<file path="config.mk">
export PLATFORM = sky130hd
export DESIGN_NAME = bf2
export DESIGN_NICKNAME = d
export VERILOG_FILES = /design/src/rtl/bf2.sv
export SDC_FILE = /design/constraint.sdc
export NUM_CORES = 1
export LEC_CHECK = 0
export CAP_MARGIN = 30
export CORE_MARGIN = 5
export CORE_UTILIZATION = 40
export DETAILED_ROUTE_END_ITERATION = 7
export PLACE_DENSITY = 0.57
export SKIP_CTS_REPAIR_TIMING = 1
export SLEW_MARGIN = 25
export SYNTH_ARGS = -nofsm -noshare
export SYNTH_HDL_FRONTEND = slang
export SYNTH_SLANG_ARGS = --single-unit
</file>
<file path="constraint.sdc">
create_clock -name clk -period 4.9 [get_ports clk]
set_clock_uncertainty 0.05 [all_clocks]
set_input_delay 0.49 -clock clk [delete_from_list [all_inputs] [get_ports clk]]
set_output_delay 0.49 -clock clk [all_outputs]
set_load 0.05 [all_outputs]
</file>
<file path="src/rtl/bf2.sv">
// bf2 -- second-generation Brainfuck execution core.
//
// Fetches one 8-bit instruction per cycle from a synchronous code ROM and
// operates on a tape held in a synchronous, write-through data RAM. A private
// loop-return stack holds the addresses that ']' jumps back to.
//
// Ports:
//   clk, reset          rising-edge clock, synchronous active-high reset
//   code_addr / insn    next pc out; instruction at the current pc comes back
//   mem_addr            next tape pointer out
//   mem_din             cell at the current pointer
//   mem_wr / mem_dout   write strobe and data for the current cell
//   in_valid/in_data/in_ready     input byte stream (',')
//   out_valid/out_data/out_ready  output byte stream ('.')
//   halted              core stopped by HALT or a stack trap
//   error               00 none, 01 stack overflow, 10 stack underflow
//   sp                  stack occupancy
//
// Handshakes: a byte moves on a rising edge where valid and ready are both
// high. in_ready is only raised while a ',' executes and in_valid is high;
// out_valid is raised while a '.' executes and stays high, with out_data
// stable, until out_ready is seen. While waiting the core makes no progress.
module bf2 #(
    parameter int DATA_WIDTH  = 8,
    parameter int DADDR_WIDTH = 15,
    parameter int CADDR_WIDTH = 13,
    parameter int SP_WIDTH    = 5
) (
    input  logic                   clk,
    input  logic                   reset,
    output logic [CADDR_WIDTH-1:0] code_addr,
    input  logic [7:0]             insn,
    output logic [DADDR_WIDTH-1:0] mem_addr,
    input  logic [DATA_WIDTH-1:0]  mem_din,
    output logic                   mem_wr,
    output logic [DATA_WIDTH-1:0]  mem_dout,
    input  logic                   in_valid,
    input  logic [DATA_WIDTH-1:0]  in_data,
    output logic                   in_ready,
    output logic                   out_valid,
    output logic [DATA_WIDTH-1:0]  out_data,
    input  logic                   out_ready,
    output logic                   halted,
    output logic [1:0]             error,
    output logic [SP_WIDTH:0]      sp
);

    typedef enum logic [1:0] {
        ST_RUN  = 2'd0,
        ST_LJ   = 2'd1,
        ST_HALT = 2'd2,
        ST_ERR  = 2'd3
    } state_t;

    localparam logic [CADDR_WIDTH-1:0] PC_ONE  = CADDR_WIDTH'(1);
    localparam logic [SP_WIDTH:0]      SP_FULL = {1'b1, {SP_WIDTH{1'b0}}};
    localparam logic [SP_WIDTH:0]      SP_ONE  = (SP_WIDTH+1)'(1);

    state_t                 state_q, state_d;
    logic [CADDR_WIDTH-1:0] pc_q, pc_d;
    logic [DADDR_WIDTH-1:0] maddr_q, maddr_d;
    logic [SP_WIDTH:0]      sp_q, sp_d;
    logic [1:0]             error_q, error_d;
    logic [4:0]             lj_hi_q, lj_hi_d;

    logic [CADDR_WIDTH-1:0] stack_q [2**SP_WIDTH];

    logic                   push_en;
    logic                   wr;
    logic                   in_rdy;
    logic                   out_vld;
    logic [DATA_WIDTH-1:0]  dout;

    // Step magnitude k = a[4:0] + 1, shared by pointer and cell arithmetic.
    logic [5:0]             k;
    logic [DATA_WIDTH-1:0]  k_cell;
    logic [DADDR_WIDTH-1:0] k_ptr;
    logic                   cell_nz;
    logic [SP_WIDTH-1:0]    top_idx;
    logic [CADDR_WIDTH-1:0] top;

    assign k       = {1'b0, insn[4:0]} + 6'd1;
    assign k_cell  = DATA_WIDTH'(k);
    assign k_ptr   = DADDR_WIDTH'(k);
    assign cell_nz = |mem_din;
    // With sp == 2^SP_WIDTH the low bits are zero, so this still lands on
    // the last entry.
    assign top_idx = sp_q[SP_WIDTH-1:0] - SP_WIDTH'(1);
    assign top     = stack_q[top_idx];

    always_comb begin
        state_d = state_q;
        pc_d    = pc_q + PC_ONE;
        maddr_d = maddr_q;
        sp_d    = sp_q;
        error_d = error_q;
        lj_hi_d = lj_hi_q;
        push_en = 1'b0;
        wr      = 1'b0;
        in_rdy  = 1'b0;
        out_vld = 1'b0;
        dout    = mem_din;

        case (state_q)
            ST_RUN: begin
                casez (insn)
                    8'b00??????: begin
                        maddr_d = insn[5] ? (maddr_q - k_ptr) : (maddr_q + k_ptr);
                    end
                    8'b01??????: begin
                        wr   = 1'b1;
                        dout = insn[5] ? (mem_din - k_cell) : (mem_din + k_cell);
                    end
                    8'b100?????: begin
                        if (insn[4:0] == 5'd0) begin
                            // ']' with an empty stack has nothing to return to.
                            if (sp_q == '0) begin
                                state_d = ST_ERR;
                                error_d = 2'b10;
                                pc_d    = pc_q;
                            end else if (cell_nz) begin
                                pc_d = top;
                            end else begin
                                sp_d = sp_q - SP_ONE;
                            end
                        end else if (cell_nz) begin
                            if (sp_q == SP_FULL) begin
                                state_d = ST_ERR;
                                error_d = 2'b01;
                                pc_d    = pc_q;
                            end else begin
                                push_en = 1'b1;
                                sp_d    = sp_q + SP_ONE;
                            end
                        end else begin
                            pc_d = pc_q + CADDR_WIDTH'(insn[4:0]) + PC_ONE;
                        end
                    end
                    8'b101?????: begin
                        lj_hi_d = insn[4:0];
                        state_d = ST_LJ;
                    end
                    8'b110?????: begin
                        if (in_valid) begin
                            in_rdy = 1'b1;
                            wr     = 1'b1;
                            dout   = in_data;
                        end else begin
                            pc_d = pc_q;
                        end
                    end
                    8'hff: begin
                        state_d = ST_HALT;
                        pc_d    = pc_q;
                    end
                    default: begin
                        // '.' (1110xxxx .. 11111110)
                        out_vld = 1'b1;
                        if (!out_ready) begin
                            pc_d = pc_q;
                        end
                    end
                endcase
            end
            ST_LJ: begin
                // insn is now the low offset byte L; pc_q points at it.
                state_d = ST_RUN;
                if (cell_nz) begin
                    if (sp_q == SP_FULL) begin
                        state_d = ST_ERR;
                        error_d = 2'b01;
                        pc_d    = pc_q;
                    end else begin
                        push_en = 1'b1;
                        sp_d    = sp_q + SP_ONE;
                    end
                end else begin
                    // Offset counts from the opcode byte (pc_q - 1), plus one,
                    // matching the short form's pc += n + 1.
                    pc_d = pc_q + CADDR_WIDTH'({lj_hi_q, insn});
                end
            end
            default: begin
                pc_d = pc_q;
            end
        endcase
    end

    always_ff @(posedge clk) begin
        if (reset) begin
            state_q <= ST_RUN;
            pc_q    <= '0;
            maddr_q <= '0;
            sp_q    <= '0;
            error_q <= 2'b00;
            lj_hi_q <= '0;
        end else begin
            state_q <= state_d;
            pc_q    <= pc_d;
            maddr_q <= maddr_d;
            sp_q    <= sp_d;
            error_q <= error_d;
            lj_hi_q <= lj_hi_d;
        end
    end

    // Pushed value is always the address following the current byte.
    always_ff @(posedge clk) begin
        if (push_en && !reset) begin
            stack_q[sp_q[SP_WIDTH-1:0]] <= pc_q + PC_ONE;
        end
    end

    assign code_addr = reset ? '0 : pc_d;
    assign mem_addr  = reset ? '0 : maddr_d;
    assign mem_wr    = wr & ~reset;
    assign mem_dout  = dout;
    assign in_ready  = in_rdy & ~reset;
    assign out_valid = out_vld & ~reset;
    assign out_data  = mem_din;
    assign halted    = (state_q == ST_HALT) || (state_q == ST_ERR);
    assign error     = error_q;
    assign sp        = sp_q;

endmodule

</file>
### Word level (Yosys, flattened, before mapping)

Memory sizes are Yosys's and may differ from the RTL's.
Cells that the tools add are included.

| operators by class | value |
|---|---|
| add/sub/neg operators | 12 |
| multipliers | 0 |
| div/mod/pow operators | 0 |
| order comparisons | 0 |
| eq/ne operators | 17 |
| shift operators | 0 |
| muxes and demuxes | 54 |
| bitwise operators | 4 |
| reductions and logical operators | 15 |

Operator list:

| operator | number |
|---|---|
| $mux 13 | 9 |
| $mux 15 | 4 |
| $pmux 13 s4 | 1 |
| $mux 6 | 6 |
| $add 13x1->13 const B | 2 |
| $pmux 13 s2 | 1 |
| $mux 8 | 3 |
| $mux 2 | 11 |
| $pmux 8 s2 | 1 |
| $add 15x6->15 | 1 |
| $sub 15x6->15 | 1 |
| $add 13x13->13 | 1 |
| $add 13x5->13 | 1 |
| $mux 1 | 12 |
| $ne 4x4->1 const B | 3 |
| $pmux 6 s2 | 1 |
| $eq 3x3->1 const B | 3 |
| $ne 3x3->1 const B | 3 |
| $add 8x6->8 | 1 |
| $eq 8x8->1 const B | 1 |
| $pmux 2 s2 | 2 |
| $reduce_or 8->1 | 1 |
| $sub 8x6->8 | 1 |
| $add 5x1->6 const B | 1 |
| other kinds (25) | 31 |

| word-level totals | value |
|---|---|
| register bits | 43 |
| latch bits | 0 |
| memory bits (writable) | 416 |
| bits in read-only memories | 0 |
| bits of input ports | 28 |
| output and inout port bits | 56 |
| word-level logic and storage cells | 109 |
| memories | 1 |

Memories:

| memory | depth | width | read ports | clocked after Yosys merged registers in | write ports | line | RTL |
|---|---|---|---|---|---|---|---|
| stack_q | 32 | 13 | 1 | 0 | 1 | 66 | `logic [CADDR_WIDTH-1:0] stack_q [2**SP_WIDTH];` |

### Depth between registers and ports, before layout

| logic depth | value |
|---|---|
| depth after elaboration | 9 |
| mapped depth | 19 |
| mapped depth without buffers | 18 |

### Least setup slack after synthesis

OpenSTA, ideal clock, no wires.

| timing path | value |
|---|---|
| kind | reg2out |
| from | reg sp_q[0] (netlist: sp[0]) |
| to | out code_addr[12] |
| data arrival time | 4.664 ns |
| data required time | 4.360 ns |
| path slack | -0.304 ns |
| cell stages (with the launch flop) | 16 |
| buffers on the path | 7 |
| cell sequence | dfxtp_1 buf_6 buf_6 buf_4 buf_4 inv_1 ha_1 buf_2 buf_1 clkbuf_1 mux4_2 mux4_2 mux2i_1 nand2_1 a31oi_1 a221oi_1 |

| on the way | value |
|---|---|
| cells in the longest elaborated chain, start to end | 8 |

Ends and longest elaborated chain:

| element | line | RTL |
|---|---|---|
| from (decl) | 62 | `logic [SP_WIDTH:0] sp_q, sp_d;` |
| from (signal assigned) | 201 | `sp_q <= sp_d;` |
| $sub 5x1->5 | 88 | `assign top_idx = sp_q[SP_WIDTH-1:0] - SP_WIDTH'(1);` |
| $mem_v2 32x13 | -- |  |
| $mux 13 | 121 | `end else if (cell_nz) begin` |
| $mux 13 | 117 | `if (sp_q == '0) begin` |
| $mux 13 | 115 | `if (insn[4:0] == 5'd0) begin` |
| $pmux 13 s4 | 106 | `casez (insn)` |
| $pmux 13 s2 * | 104 | `case (state_q)` |
| $mux 13 * | -- |  |
| to (decl) | 31 | `output logic [CADDR_WIDTH-1:0] code_addr,` |

Every way passes the cells marked *; elsewhere a longest branch is shown, timed or not.

### Worst setup path in the final report

| timing path | value |
|---|---|
| from | in insn[0] |
| to | out mem_addr[14] |

| on the way | value |
|---|---|
| cells in the longest elaborated chain, start to end | 6 |

Ends and longest elaborated chain:

| element | line | RTL |
|---|---|---|
| from (decl) | 32 | `input logic [7:0] insn,` |
| $add 5x1->6 * | 82 | `assign k = {1'b0, insn[4:0]} + 6'd1;` |
| $add 15x6->15 or $sub 15x6->15 (tied branches) | 108 | `maddr_d = insn[5] ? (maddr_q - k_ptr) : (maddr_q + k_ptr);` |
| $mux 15 * | 108 |  |
| $mux 15 * | 106 |  |
| $mux 15 * | 104 |  |
| $mux 15 * | -- |  |
| to (decl) | 33 | `output logic [DADDR_WIDTH-1:0] mem_addr,` |

Marks and branches as above.

==> flow_summary_export.csv <==
group,metric,value,unit
run_status,status,"finished, final reports clean",
place,io_buffers,83,
clock_network,cts_tree,"yes",
route,drt_wl_total,60900,um
logic_synthesis,synth_seq_cells,459,
sta,relSlewSlack,0.438,
clock_network,clockRootBuffer,"clkbuf_16",
place,post-place-ws,-434,ps
power_and_ir_drop,p_clk_frac,0.322,
sta,finalHoldViolations,0,
power_and_ir_drop,worst_ir_drop_vdd,0.000387,V
logic_synthesis,ys_seq_area_frac,0.614,
global_route,grt_max_degree,97,
power_and_ir_drop,p_switching,0.00333,W
logic_synthesis,synth_cells,1488,
route,dr_total_vias,14000,
sta,fmax,0.208,GHz
floorplan,initial_core_util,0.404,
power_and_ir_drop,power_density,423,nW/um^2
power_and_ir_drop,power_switching_share,0.301,
logic_synthesis,async_reset_ff_frac,0,
clock_network,clk_pin_slew,70,ps
route,post_drt_wl_per_cell,25.3,um
final_layout,seq_area,13400,sq um
floorplan,die-area,59100,sq um
clock_network,clockBufferDepth,3,
logic_synthesis,ys.flop_type,"edfxtp_1",
power_and_ir_drop,cellLeakagePower,8.94,nW
logic_synthesis,yosys_warnings,0,
route,drtAntennaViolNets,0,
place,place_congestion,0.902,
power_and_ir_drop,pwr-share-seq,0.413,
floorplan,std_cell_rows,85,
sta,max_slew.worst_pin.slew,844,ps
logic_synthesis,synth-compound-area-share,0.0887,
sta,holdWs,342,ps
final_layout,diodes,0,
logic_synthesis,yosysUniqueCellTypes,76,
place,dp.cells,2312,
route,vias_per_cell,5.83,
logic_synthesis,synth_edf_count,416,
floorplan,core,53800,sq um
sta,fin_ws,88.4,ps
setup_path,start_kind,"primary input",
logic_synthesis,synth_mux_area_frac,0.142,
global_route,grt_pass1_wl,91500,um
sta,layout_min_cycle_time,4810,ps
setup_path,critPathMaxFanout,11,
route,drtPass1Iterations,5,
global_route,grt_usage,0.202,
final_layout,fillers,4642,
power_and_ir_drop,power_frac_comb,0.265,
clock_network,clkLatencyLatePin,600,ps
logic_synthesis,synth_top_family_by_area,"multiplexers",
final_layout,drive_gt1_frac,0.252,
power_and_ir_drop,internal-power,0.00772,W
logic_synthesis,synth-xor-area-share,0.0261,
clock_network,cts_buffers,49,
min_path,hold_class,"primary input to flip-flop",
sta,grt_setup_unrepaired,"true",
sta,fin_crit_sh,0.982,
setup_path,criticalPathCategory,"primary input to output pin",
route,drt_iter0_drc,1355,
logic_synthesis,synth-simple-area-share,0.0735,
setup_path,end_kind,"output pin",
setup_path,cp.required,4360,ps
sta,slew_violations,0,
floorplan,die_y,243,um
floorplan,die_width,243,um
setup_path,worstPathArrival,4270,ps
floorplan,pin_count,84,
logic_synthesis,syn-cell-area,21700,sq um
route,route.detailed.drc,0,
global_route,grt-ovfl-total,0,
clock_network,clkSinkCount,459,
sta,setup_viol,0,
logic_synthesis,syn_nets,1562,
run,cap_violations,0,
clock_network,h-tree-depth,2,
logic_synthesis,synth_adder_area_share,0.0292,
global_route,grt_pass1_vias,13900,
final_layout,syn2layout_area_growth,20.2,%
logic_synthesis,syn_avg_cell_area,14.6,sq um
final_layout,multi_input_area,8070,sq um
final_layout,nets,1745,
global_route,antenna_found_initial,0,
final_layout,final_cell_count_no_fill,2407,
place,hpwl,40700,um
-- logic make-up after synthesis --
group           after synthesis
simple gates                339
flops                       459
compound gates              309
xor+xnor                     63
fa+ha+maj                    49
mux                         146
buf+inv                     123
-- cell usage after synthesis, drive strengths merged (12+ instances only) --
| master | instances | area [sq um] |
|---|---|---|
| edfxtp | 416 | 12500 |
| mux4 | 130 | 2930 |
| nor2 | 120 | 453 |
| a21oi | 100 | 500 |
| nand2 | 93 | 349 |
| o21ai | 71 | 355 |
| clkbuf | 51 | 191 |
| buf | 44 | 282 |
| dfxtp | 43 | 861 |
| ha | 42 | 526 |
| xnor2 | 41 | 374 |
| nand3 | 34 | 170 |
| inv | 28 | 105 |
| xor2 | 22 | 193 |
| a211oi | 20 | 150 |
| a31oi | 20 | 131 |
| a21o | 19 | 143 |
| nor3 | 17 | 85.1 |
| mux2i | 15 | 150 |
| and3 | 12 | 82.6 |
-- power by group through the flow --
stage	combinational, W	clock [W]	sequential [W]
floorplan	0.00185	0	0.00462
global placement	0.00290	0	0.00464
detailed placement	0.00293	0	0.00464
CTS	0.00294	0.00364	0.00456
global route	0.00312	0.00382	0.00457
finish	0.00293	0.00356	0.00456
-- critical path, stage by stage --
cell and delay (ps):
dlymetal6s2s_1 210, buf_6 190, inv_1 90, ha_4 290, inv_1 50, a21oi_1 140, o32ai_1 100, a21oi_1 180
xor2_1 240, ha_1 240, nor2_1 60, a21oi_1 360, o21ai_0 170, o31ai_2 230, a41o_1 230, a31oi_1 100
xor2_1 180, or3_1 330, a21oi_2 210, buf_12 170
-- final timing paths --
path              slack [ps]     start            to  cells past startpoint
setup / recovery          90   insn[0]  mem_addr[14]                     20
hold / removal           340   insn[2]    lj_hi_q[2]                      4
setup reg to reg        1360   pc_q[0]      pc_q[12]                     12
hold reg to reg          450  error[1]      error[1]                      2
-- cell usage in the layout (no fill, tap or decap), types with 5 or more instances in the layout --
cell type | Yosys | final
and3_1 | 9 | 9
or3_1 | 9 | 9
o21ai_0 | 68 | 67
a22oi_1 | 9 | 9
clkinv_1 | 0 | 12
nand2b_1 | 7 | 7
mux4_2 | 130 | 130
a21oi_1 | 100 | 98
clkinv_2 | 0 | 9
inv_1 | 27 | 27
a31oi_1 | 19 | 19
clkbuf_1 | 51 | 11
clkbuf_16 | 0 | 49
or2_2 | 5 | 5
nand4_1 | 5 | 5
dfxtp_1 | 43 | 42
edfxtp_1 | 416 | 416
a21o_1 | 19 | 19
o211ai_1 | 5 | 5
a211oi_1 | 20 | 18
xor2_1 | 22 | 20
o22ai_1 | 10 | 10
nor4_1 | 7 | 7
buf_12 | 0 | 27
buf_4 | 17 | 146
nor3_1 | 17 | 13
xnor2_1 | 39 | 29
nor2_1 | 119 | 119
a221oi_1 | 8 | 5
xnor2_2 | 2 | 10
nand2_1 | 93 | 93
ha_1 | 42 | 39
mux2i_1 | 15 | 15
nand3b_1 | 5 | 5
clkdlybuf4s50_1 | 0 | 45
o21bai_1 | 6 | 6
nand3_1 | 34 | 34
-- per-stage QoR --
step           area (sq um)  total power (W)   util  setup TNS [ps]
6_report              26100           0.0111  0.486               0
3_3_place_gp          24400          0.00754  0.454            -644
2_1_floorplan         21800          0.00646      -               0
5_1_grt               26100           0.0115  0.486            -248
4_1_cts               26000           0.0111  0.483           -1480
3_5_place_dp          24400          0.00757  0.454           -1390
-- state kept, by name, summed over array words and instances (netlist names) --
| register | cells |
|---|---|
| lj_hi_q | 5 |
| pc_q | 13 |
| error | 2 |
| state_q | 2 |
| stack_q | 416 |
| sp | 6 |
| maddr_q | 15 |
-- layout make-up --
class	instances	area share
Inverter	28	0.00402
Sequential cell	459	0.511
Timing Repair Buffer	227	0.0841
Multi-Input combinational cell	906	0.309
Clock buffer	60	0.0485
Clock inverter	31	0.0102
Tap cell	696	0.0333
-- layer usage --
metal	share of wire	GRT usage	up-vias	wire length, um
met4	0.022	0.0472	0	1320
li1	-	-	6235	-
met1	0.44	0.292	7197	26600
met2	0.48	0.329	532	29100
met5	0	0	-	0
met3	0.065	0.0286	80	3940
Note: power is estimated with default switching activity, not from simulation.
